**src/rtl/cnn_pkg.sv**
```systemverilog
// cnn_pkg: shared definitions for the CNN output stage.
//   state_t          - packer FSM states (exposed on the top as signal 'state')
//   BYTES_PER_WORD   - int8 results per 128-bit memory word
//   INT8_MAX/INT8_MIN- saturation bounds for requantized results
//   quant_int8()     - 32-bit accumulator requantization, used as the shared
//                      reference for the dot-product stage model
package cnn_pkg;

    localparam int BYTES_PER_WORD = 16;
    localparam int INT8_MAX       = 127;
    localparam int INT8_MIN       = -128;

    typedef enum logic [1:0] {
        IDLE    = 2'd0,
        COLLECT = 2'd1,
        WRITE   = 2'd2,
        DONE    = 2'd3
    } state_t;

    // bias add, optional ReLU, round-half-up arithmetic shift, int8 saturation
    function automatic logic [7:0] quant_int8(input logic signed [31:0] data,
                                              input logic signed [31:0] bias,
                                              input logic [4:0]         shift,
                                              input logic               relu_en);
        longint s;
        s = longint'(data) + longint'(bias);
        if (relu_en && s < 0) s = 0;
        if (shift != 5'd0) s = (s + (longint'(1) << (shift - 5'd1))) >>> shift;
        if (s > INT8_MAX) s = INT8_MAX;
        else if (s < INT8_MIN) s = INT8_MIN;
        return 8'(s);
    endfunction

endpackage

```
**src/rtl/cnn_requant.sv**
```systemverilog
// cnn_requant: combinational requantizer, accumulator result -> int8 byte.
//   data    - signed accumulator result
//   bias    - signed bias added before everything else
//   shift   - arithmetic right shift (0..31), rounds half up
//   relu_en - clamp negative sums to zero
//   q       - saturated int8 result (two's complement byte)
module cnn_requant
    import cnn_pkg::*;
#(
    parameter int ACC_WIDTH = 32
) (
    input  logic signed [ACC_WIDTH-1:0] data,
    input  logic signed [ACC_WIDTH-1:0] bias,
    input  logic [4:0]                  shift,
    input  logic                        relu_en,
    output logic [7:0]                  q
);

    // One bit for the bias add, one more so the rounding constant cannot overflow.
    localparam int EW = ACC_WIDTH + 2;
    localparam logic signed [EW-1:0] MAX_V = EW'(INT8_MAX);
    localparam logic signed [EW-1:0] MIN_V = EW'(INT8_MIN);

    logic signed [EW-1:0] sum;
    logic signed [EW-1:0] relu_v;
    logic signed [EW-1:0] rnd;
    logic signed [EW-1:0] shifted;

    always_comb begin
        sum     = EW'(data) + EW'(bias);
        relu_v  = (relu_en && sum[EW-1]) ? '0 : sum;
        rnd     = (shift == 5'd0) ? '0 : (EW'(1) <<< (shift - 5'd1));
        shifted = (relu_v + rnd) >>> shift;
        if (shifted > MAX_V)      q = 8'h7F;
        else if (shifted < MIN_V) q = 8'h80;
        else                      q = shifted[7:0];
    end

endmodule

```
**src/rtl/cnn_out_quant_packer.sv**
```systemverilog
// cnn_out_quant_packer: requantizes a stream of accumulator results to int8,
// packs 16 bytes per word and writes each word through a req/ack port.
//   clk, rst          - clock, asynchronous active-high reset
//   start, cfg_*      - job launch and configuration (latched on start in IDLE)
//   res_valid/res_data/res_ready - incoming result stream
//   wr_req/wr_start_addr/wr_size_bytes/wr_data/wr_ack - memory write port
//   busy, done        - job in progress, one-cycle end-of-job pulse
//
// Handshakes: a result transfers on a rising clk edge where res_valid and
// res_ready are both high; res_ready is high only in COLLECT. A write
// transfers on an edge where wr_req and wr_ack are both high; wr_req,
// wr_start_addr, wr_size_bytes and wr_data hold steady from the first
// request cycle until that edge, and wr_req is low the cycle after.
module cnn_out_quant_packer
    import cnn_pkg::*;
#(
    parameter int ACC_WIDTH    = 32,
    parameter int ADDR_WIDTH   = 19,
    parameter int MEM_DATA_BUS = 128,
    parameter int CNT_WIDTH    = 16
) (
    input  logic                        clk,
    input  logic                        rst,
    input  logic                        start,
    input  logic [ADDR_WIDTH-1:0]       cfg_addr_z,
    input  logic [CNT_WIDTH-1:0]        cfg_num_results,
    input  logic signed [ACC_WIDTH-1:0] cfg_bias,
    input  logic [4:0]                  cfg_shift,
    input  logic                        cfg_relu_en,
    input  logic                        res_valid,
    input  logic signed [ACC_WIDTH-1:0] res_data,
    output logic                        res_ready,
    output logic                        wr_req,
    output logic [ADDR_WIDTH-1:0]       wr_start_addr,
    output logic [4:0]                  wr_size_bytes,
    output logic [MEM_DATA_BUS-1:0]     wr_data,
    input  logic                        wr_ack,
    output logic                        busy,
    output logic                        done
);

    localparam int BPW = MEM_DATA_BUS / 8;

    state_t                  state;
    logic [CNT_WIDTH-1:0]    remaining;
    logic signed [ACC_WIDTH-1:0] bias_q;
    logic [4:0]              shift_q;
    logic                    relu_q;
    logic [7:0]              q_byte;
    logic                    accept;
    logic                    word_full;

    cnn_requant #(.ACC_WIDTH(ACC_WIDTH)) u_requant (
        .data    (res_data),
        .bias    (bias_q),
        .shift   (shift_q),
        .relu_en (relu_q),
        .q       (q_byte)
    );

    assign accept    = res_valid & res_ready;
    // wr_size_bytes doubles as the byte-lane pointer while collecting
    assign word_full = (wr_size_bytes == 5'(BPW - 1));

    // wr_start_addr is the running address; wr_data is the packing register.
    always_ff @(posedge clk or posedge rst) begin
        if (rst) begin
            state         <= IDLE;
            remaining     <= '0;
            bias_q        <= '0;
            shift_q       <= '0;
            relu_q        <= 1'b0;
            res_ready     <= 1'b0;
            wr_req        <= 1'b0;
            wr_start_addr <= '0;
            wr_size_bytes <= '0;
            wr_data       <= '0;
            busy          <= 1'b0;
            done          <= 1'b0;
        end else begin
            case (state)
                IDLE: begin
                    if (start) begin
                        bias_q        <= cfg_bias;
                        shift_q       <= cfg_shift;
                        relu_q        <= cfg_relu_en;
                        wr_start_addr <= cfg_addr_z;
                        remaining     <= cfg_num_results;
                        wr_data       <= '0;
                        wr_size_bytes <= '0;
                        busy          <= 1'b1;
                        if (cfg_num_results == '0) begin
                            state <= DONE;
                        end else begin
                            res_ready <= 1'b1;
                            state     <= COLLECT;
                        end
                    end
                end
                COLLECT: begin
                    if (accept) begin
                        for (int k = 0; k < BPW; k++) begin
                            if (wr_size_bytes == 5'(k)) wr_data[8*k +: 8] <= q_byte;
                        end
                        wr_size_bytes <= wr_size_bytes + 5'd1;
                        remaining     <= remaining - 1'b1;
                        if (word_full || remaining == CNT_WIDTH'(1)) begin
                            res_ready <= 1'b0;
                            wr_req    <= 1'b1;
                            state     <= WRITE;
                        end
                    end
                end
                WRITE: begin
                    if (wr_ack) begin
                        wr_req        <= 1'b0;
                        wr_start_addr <= wr_start_addr + ADDR_WIDTH'(wr_size_bytes);
                        wr_size_bytes <= '0;
                        wr_data       <= '0;
                        if (remaining != '0) begin
                            res_ready <= 1'b1;
                            state     <= COLLECT;
                        end else begin
                            done  <= 1'b1;
                            busy  <= 1'b0;
                            state <= DONE;
                        end
                    end
                end
                DONE: begin
                    // Arriving from WRITE the pulse is already up; a zero-length
                    // job arrives with busy still set and raises it here.
                    if (done) begin
                        done  <= 1'b0;
                        state <= IDLE;
                    end else begin
                        done <= 1'b1;
                        busy <= 1'b0;
                    end
                end
                default: state <= IDLE;
            endcase
        end
    end

endmodule

```
**config.mk**
```make
export PLATFORM = sky130hd
export DESIGN_NAME = cnn_out_quant_packer
export DESIGN_NICKNAME = d
export VERILOG_FILES = /design/src/rtl/cnn_pkg.sv /design/src/rtl/cnn_requant.sv /design/src/rtl/cnn_out_quant_packer.sv
export SDC_FILE = /design/constraint.sdc
export NUM_CORES = 1
export LEC_CHECK = 0
export CAP_MARGIN = 15
export CORE_MARGIN = 1
export CORE_UTILIZATION = 48
export CTS_BUF_LIST = sky130_fd_sc_hd__clkbuf_8 sky130_fd_sc_hd__clkbuf_16
export CTS_CLUSTER_DIAMETER = 40
export DETAILED_ROUTE_END_ITERATION = 6
export GPL_ROUTABILITY_DRIVEN = 0
export GPL_TIMING_DRIVEN = 1
export HOLD_SLACK_MARGIN = 0.05
export PLACE_DENSITY_LB_ADDON = 0.12
export REMOVE_ABC_BUFFERS = 1
export SLEW_MARGIN = 40
export SYNTH_ARGS = -nofsm -noshare
export SYNTH_HDL_FRONTEND = slang
export SYNTH_SLANG_ARGS = --single-unit
```
**constraint.sdc**
```tcl
create_clock -name clk -period 15.6 [get_ports clk]
set_input_delay 2.34 -clock clk [delete_from_list [all_inputs] [get_ports clk]]
set_output_delay 2.34 -clock clk [all_outputs]
set_load 0.005 [all_outputs]
```
==> results of run 1 <==
[sequential cells by signal, indices dropped and copies added (netlist names)]
signal         flops
shift_q            5
busy               1
wr_start_addr     19
res_ready          1
state              2
wr_req             1
bias_q            32
relu_q             1
done               1
remaining         16
wr_size_bytes      5
wr_data          128
[logic make-up (layout without fill, tap and decap cells)]
family / count (synthesis) / in the layout
XOR/XNOR: 52 / 52
multiplexers: 72 / 72
flip-flops: 212 / 212
buffers and inverters: 188 / 408
other: 1 / 1
AND/OR/NAND/NOR: 701 / 701
adder cells (fa/ha/maj): 79 / 79
AO/OA/AOI/OAI: 635 / 635
[cells in the final DEF (no fill, tap or decap), drive strengths merged, types with 7 or more instances in the layout]
master,count
o21bai,12
dfrtp,212
buf,33
and3,14
mux2,38
nand2b,15
clkinv,10
nor2,302
a221oi,71
o31ai,58
a21o,38
nand4,16
xnor2,29
nor4,14
a2111oi,10
mux4,9
o211a,9
o22ai,17
o211ai,16
inv,57
a22oi,10
a21oi,135
clkbuf,37
a31oi,34
or3,9
nand3,54
ha,76
nor2b,15
o21a,11
or2,7
mux2i,25
and2,16
o21ai,114
clkdlybuf4s50,265
xor2,23
nor3,46
a211o,8
nand2,176
a211oi,32
[power groups by stage]
| stage | sequential (mW) | combinational [mW] | clock, mW |
|---|---|---|---|
| after floorplan | 1.01 | 2.48 | 0 |
| after global placement | 0.996 | 3.80 | 0 |
| after detailed placement | 1.00 | 3.88 | 0 |
| after CTS | 0.997 | 3.90 | 0.718 |
| after global routing | 1.03 | 4.34 | 0.745 |
| final | 1.00 | 3.99 | 0.711 |
[final timing paths]
check                               to  slack (ns)  cells past startpoint
max in group asynchronous  wr_data[68]       12.27                      3
min in group asynchronous    bias_q[2]        2.27                      2
setup reg to reg           wr_data[43]        6.71                     27
hold / removal             wr_data[26]        0.48                      2
setup / recovery           wr_data[43]        4.88                     28
hold reg to reg            wr_data[26]        0.48                      2
[worst max-delay path: stages]
cell and delay, ns:
clkdlybuf4s50_1 0.41, ha_1 0.34, a21o_1 0.19, a21o_1 0.16, a2111oi_1 0.60, nand2_1 0.22, a21oi_1 0.30, and2_1 0.21
o21ai_0 0.11, a21boi_2 0.38, buf_4 0.33, nor3_1 0.11, ha_1 0.48, nand2_1 0.15, nor3_2 0.25, a221oi_2 0.11
o21ai_2 0.39, nand4_1 0.31, nand4_1 0.32, a211o_1 0.60, a21oi_1 0.19, a22oi_1 0.31, o31ai_1 0.17, nand3b_1 0.20
o41ai_2 0.38, a41o_2 0.75, buf_4 0.60, a221oi_1 0.17
[cell type report]
| cell class | instances | share of cell area |
|---|---|---|
| Inverter | 56 | 0.01073 |
| Multi-Input combinational cell | 1540 | 0.5037 |
| Timing Repair Buffer | 298 | 0.1441 |
| Clock buffer | 37 | 0.04175 |
| Sequential cell | 212 | 0.2615 |
| Tap cell | 442 | 0.02726 |
| Clock inverter | 17 | 0.01104 |
[per-stage QoR]
step             util  area [sq um]  hold slack [ns]  std cells
3_3_place_gp   0.5809         19090           0.4609       2546
5_1_grt        0.6173         20290           0.5075       2602
6_report       0.6173         20290           0.4808       2602
4_1_cts        0.6153         20220           0.4841       2602
2_1_floorplan       -         15610           0.4508       1808
3_5_place_dp   0.5827         19150           0.4698       2548
[routing by layer]
metal  vias up  wire length [um]  GRT usage  part of all wire
li1       7595                 -          -                 -
met1      7812             22640     0.4128              0.44
met2       709             22730     0.4532              0.44
met3       130              4685    0.06828             0.090
met4         0              1961     0.1095             0.038
met5         -                 0          0                 0
==> impl_metrics.json, run 1 <==
{
  "status": "complete, but fails checks",
  "violations": "DRC",
  "fin_nets": 2327,
  "seqPwrFrac": 0.175,
  "power.internal_mw": 2.822,
  "p_sw_mw": 2.883,
  "seq_area_sq_um": 5305,
  "ys_async_sr_fraction": 1.000,
  "synth_area_leaders": "dfrtp_1 33%, nor2_1 7.0%, ha_1 5.9%",
  "multiInputGateArea_sq_um": 10220,
  "ys_warn_count": 0,
  "r2r-start": "bias_q[13]",
  "synth_fa_ha_area_frac": 0.06246,
  "clk_pin_slew_ns": 0.06,
  "ys.flop_type": "dfrtp_1",
  "drive_above_1_share": 0.1046,
  "grt_usage": 0.2984,
  "crit_start": "res_data[13]",
  "drt_iter0_drc": 1509,
  "switching_share": 0.5054,
  "grt_pass1_vias": 15420,
  "synth_xor_area_frac": 0.02814,
  "place_ws_ns": 4.477,
  "htree_levels": 1,
  "worst_slack_ns": 4.884,
  "rows": 66,
  "drt_first_pass_iters": 7,
  "cts_buffers": 30,
  "die_w_um": 185.6,
  "synth.most_common_cell": "nor2_1",
  "synthCells": 1940,
  "clock-sinks": 212,
  "maxCapViolCount": 0,
  "fin_tns_setup_ns": 0,
  "yosys.area.top_type": "dfrtp_1",
  "power_frac_comb": 0.700,
  "ys_seq_area_frac": 0.3278,
  "critical_path_class": "primary input to flop",
  "worstPathRequired_ns": 15.98,
  "overflow": 0,
  "dr_total_vias": 16250,
  "post_cts_buffers": 0,
  "p_per_area_nw_per_um2": 281.2,
  "dieArea_sq_um": 34460,
  "synth-compound-area-share": 0.2851,
  "cts_tree": "done",
  "antenna_cells": 0,
  "postCtsHoldBufs": 0,
  "ios": 266,
  "netlist_area_sq_um": 16190,
  "hold_viol_final": 0,
  "slew_headroom": 0.4586,
  "min_period_over_period": 0.6869,
  "cts_resized": 0,
  "antenna_found_initial": 1,
  "power.leakage_nw": 8.574,
  "min_period_ns": 10.72,
  "drv_slew": 0,
  "clockBufferDepth": 3,
  "yosysUniqueCellTypes": 94,
  "path_max_fanout": 39,
  "clock_latency_ns": 0.58,
  "synth_common_cells": "302 x nor2_1, 212 x dfrtp_1, 176 x nand2_1",
  "tightestPinTransition_ns": 0.7917,
  "fill_cells": 2902,
  "grt_max_degree": 89,
  "grt_pass1_wl_mm": 82.26,
  "routedWlPerCell_um": 19.99,
  "worstHoldStart": "wr_data[26]",
  "wl_mm": 52.02,
  "drc": 2,
  "synth.avg_cell_area_sq_um": 8.343,
  "dp_hpwl_mm": 37.73,
  "p_clk_frac": 0.125,
  "ys_ff_latch": 212,
  "fmax_mhz": 93.32,
  "hp-class": "flop to flop",
  "total_power_mw": 5.705,
  "cp_data_arrival_time_ns": 11.10,
  "synth_edf_count": 0,
  "root_buffer": "clkbuf_16",
  "initial_core_util": 0.4925,
  "syn_to_final_growth_pct": 25.36,
  "cp-start-kind": "primary input",
  "skew_ns": 0.03826,
  "detail_route.vias_per_cell": 6.244,
  "die_h_um": 185.6,
  "core_area_sq_um": 32870,
  "yosys.area_share.simple": 0.1936,
  "synthMuxAreaShare": 0.05442,
  "rsz0062_at_grt": "no",
  "yosysTopAreaCellShare": 0.3278,
  "ant_nets": 0,
  "setup_violations": 0,
  "endpoint_kind": "flop",
  "vdd_ir_drop_max_mv": 0.1612,
  "portBuffers": 265,
  "synth_top_family_by_area": "compound AO/OA/AOI/OAI gates"
}
Power figures use the tool's default switching activity.
==> inputs of run 2 (changes only) <==
Clock period 15.6 ns to 10.45 ns, I/O delays scaled along.
==> impl_metrics.json, run 2 (synthesis results as in run 1) <==
{
  "status": "finished clean",
  "drc": 0,
  "rows": 66,
  "routedWlPerCell_um": 20.13,
  "maxCapViolCount": 0,
  "hp-class": "flop to flop",
  "ant_nets": 0,
  "p_per_area_nw_per_um2": 427.4,
  "detail_route.vias_per_cell": 6.261,
  "place_ws_ns": 0.7394,
  "tightestPinTransition_ns": 0.8868,
  "core_area_sq_um": 32870,
  "fin_nets": 2336,
  "worstPathRequired_ns": 10.83,
  "root_buffer": "clkbuf_16",
  "seqPwrFrac": 0.170,
  "dr_total_vias": 16380,
  "skew_ns": 0.02277,
  "drt_first_pass_iters": 5,
  "dp_hpwl_mm": 38.14,
  "initial_core_util": 0.4925,
  "htree_levels": 2,
  "die_w_um": 185.6,
  "rsz0062_at_grt": "no",
  "overflow": 0,
  "antenna_cells": 0,
  "fin_hold_ws_ns": 0.4754,
  "reg_top3": "wr_data x128, bias_q x32, wr_start_addr x19",
  "dieArea_sq_um": 34460,
  "cts_buffers": 36,
  "power.internal_mw": 4.415,
  "drv_slew": 0,
  "final_cell_mix": "300 x nor2_1, 265 x clkdlybuf4s50_1, 212 x dfrtp_1",
  "clock_latency_ns": 0.53,
  "syn_to_final_growth_pct": 27.35,
  "drive_above_1_share": 0.1109,
  "min_period_ns": 9.327,
  "endpoint_kind": "flop",
  "postCtsHoldBufs": 0,
  "regMostFlops": "wr_data",
  "grt_pass1_wl_mm": 83.53,
  "min_period_over_period": 0.8925,
  "cts_tree": "done",
  "fmax_mhz": 107.2,
  "grt_max_degree": 138,
  "slew_headroom": 0.4074,
  "clock-sinks": 212,
  "slowest_stage": "a2bb2oi_4",
  "hold_viol_final": 0,
  "drt_iter0_drc": 1480,
  "grt_pass1_vias": 15390,
  "final_common_cell": "nor2_1",
  "cp-start-kind": "primary input",
  "p_sw_mw": 4.395,
  "grt_usage": 0.3044,
  "multiInputGateArea_sq_um": 10230,
  "clk_pin_slew_ns": 0.06,
  "setup_violations": 0,
  "fill_cells": 2847,
  "cts_resized": 0,
  "crit_top_cell": "a21o_1",
  "largest_reg_flops": 128,
  "critical_path_class": "primary input to flop",
  "power_frac_comb": 0.683,
  "power.leakage_nw": 8.724,
  "slowest_delay_ns": 0.52,
  "portBuffers": 265,
  "p_clk_frac": 0.147,
  "ios": 266,
  "seq_area_sq_um": 5305,
  "die_h_um": 185.6,
  "path_max_fanout": 31,
  "rrSetupSlack_ns": 2.24,
  "antenna_found_initial": 0,
  "vdd_ir_drop_max_mv": 0.2923,
  "clockBufferDepth": 3,
  "worst_slack_ns": 1.123,
  "cp_data_arrival_time_ns": 9.71,
  "switching_share": 0.4989,
  "post_cts_buffers": 0,
  "wl_mm": 52.66
}
==> run 2: cell types whose count changed in the layout (fill, tap and decap cells not counted), moves of 2 or more <==
cell / before / now
clkbuf_8: 7 / 4
buf_4: 28 / 31
buf_6: 4 / 1
a31oi_1: 26 / 24
buf_12: 0 / 4
bufinv_16: 4 / 7
a31oi_2: 8 / 10
inv_6: 0 / 4
clkbuf_16: 30 / 36
==> run 2: final timing paths <==
kind / startpoint / endpoint / cells after the start
max: res_data[1] / wr_data[6] / 32
min: wr_data[29] / wr_data[29] / 2
max reg2reg: bias_q[1] / wr_data[6] / 31
min reg2reg: wr_data[29] / wr_data[29] / 2
max in group asynchronous: rst / wr_data[87] / 3
min in group asynchronous: rst / bias_q[7] / 2
==> run 2: layer usage <==
layer  global-route usage  routed length (um)
met5                    0                   0
met2               0.4640               23340
met4               0.1052                1801
met3              0.07337                4777
met1               0.4203               22740
==> run 2: worst max-delay path, delay by kind of cell <==
kind	cells	cell delay, ns
AO/OA/AOI/OAI	22	5.22
XOR/XNOR	1	0.14
buffers and inverters	2	0.73
AND/OR/NAND/NOR	5	1.37
adder cells (fa/ha/maj)	2	0.68
==> run 2: final cells by class <==
class,instances,area share
multi-input cells,1540,0.4964
flip-flops and latches,212,0.2574
repair buffers,301,0.1444
clock buffers,40,0.04638
well taps,442,0.02683
clock inverters,25,0.01785
inverters,56,0.01080
==> run 2: power by group through the flow <==
stage               sequential [mW]  clock [mW]  combinational, mW
floorplan                      1.50           0               3.70
global placement               1.49           0               5.74
detailed placement             1.50           0               5.84
CTS                            1.49        1.31               5.87
global route                   1.54        1.35               6.52
finish                         1.50        1.29               6.02
==> run 2: stage by stage <==
stage / setup TNS [ns] / total power, mW / instance area, sq um / utilization / instances
after global routing: 0 / 9.409 / 20610 / 0.6272 / 2616
after CTS: 0 / 8.671 / 20560 / 0.6257 / 2616
after global placement: 0 / 7.232 / 19180 / 0.5836 / 2551
after floorplan: -72.18 / 5.204 / 15610 / - / 1808
final: 0 / 8.810 / 20610 / 0.6272 / 2616
after detailed placement: 0 / 7.342 / 19240 / 0.5854 / 2551
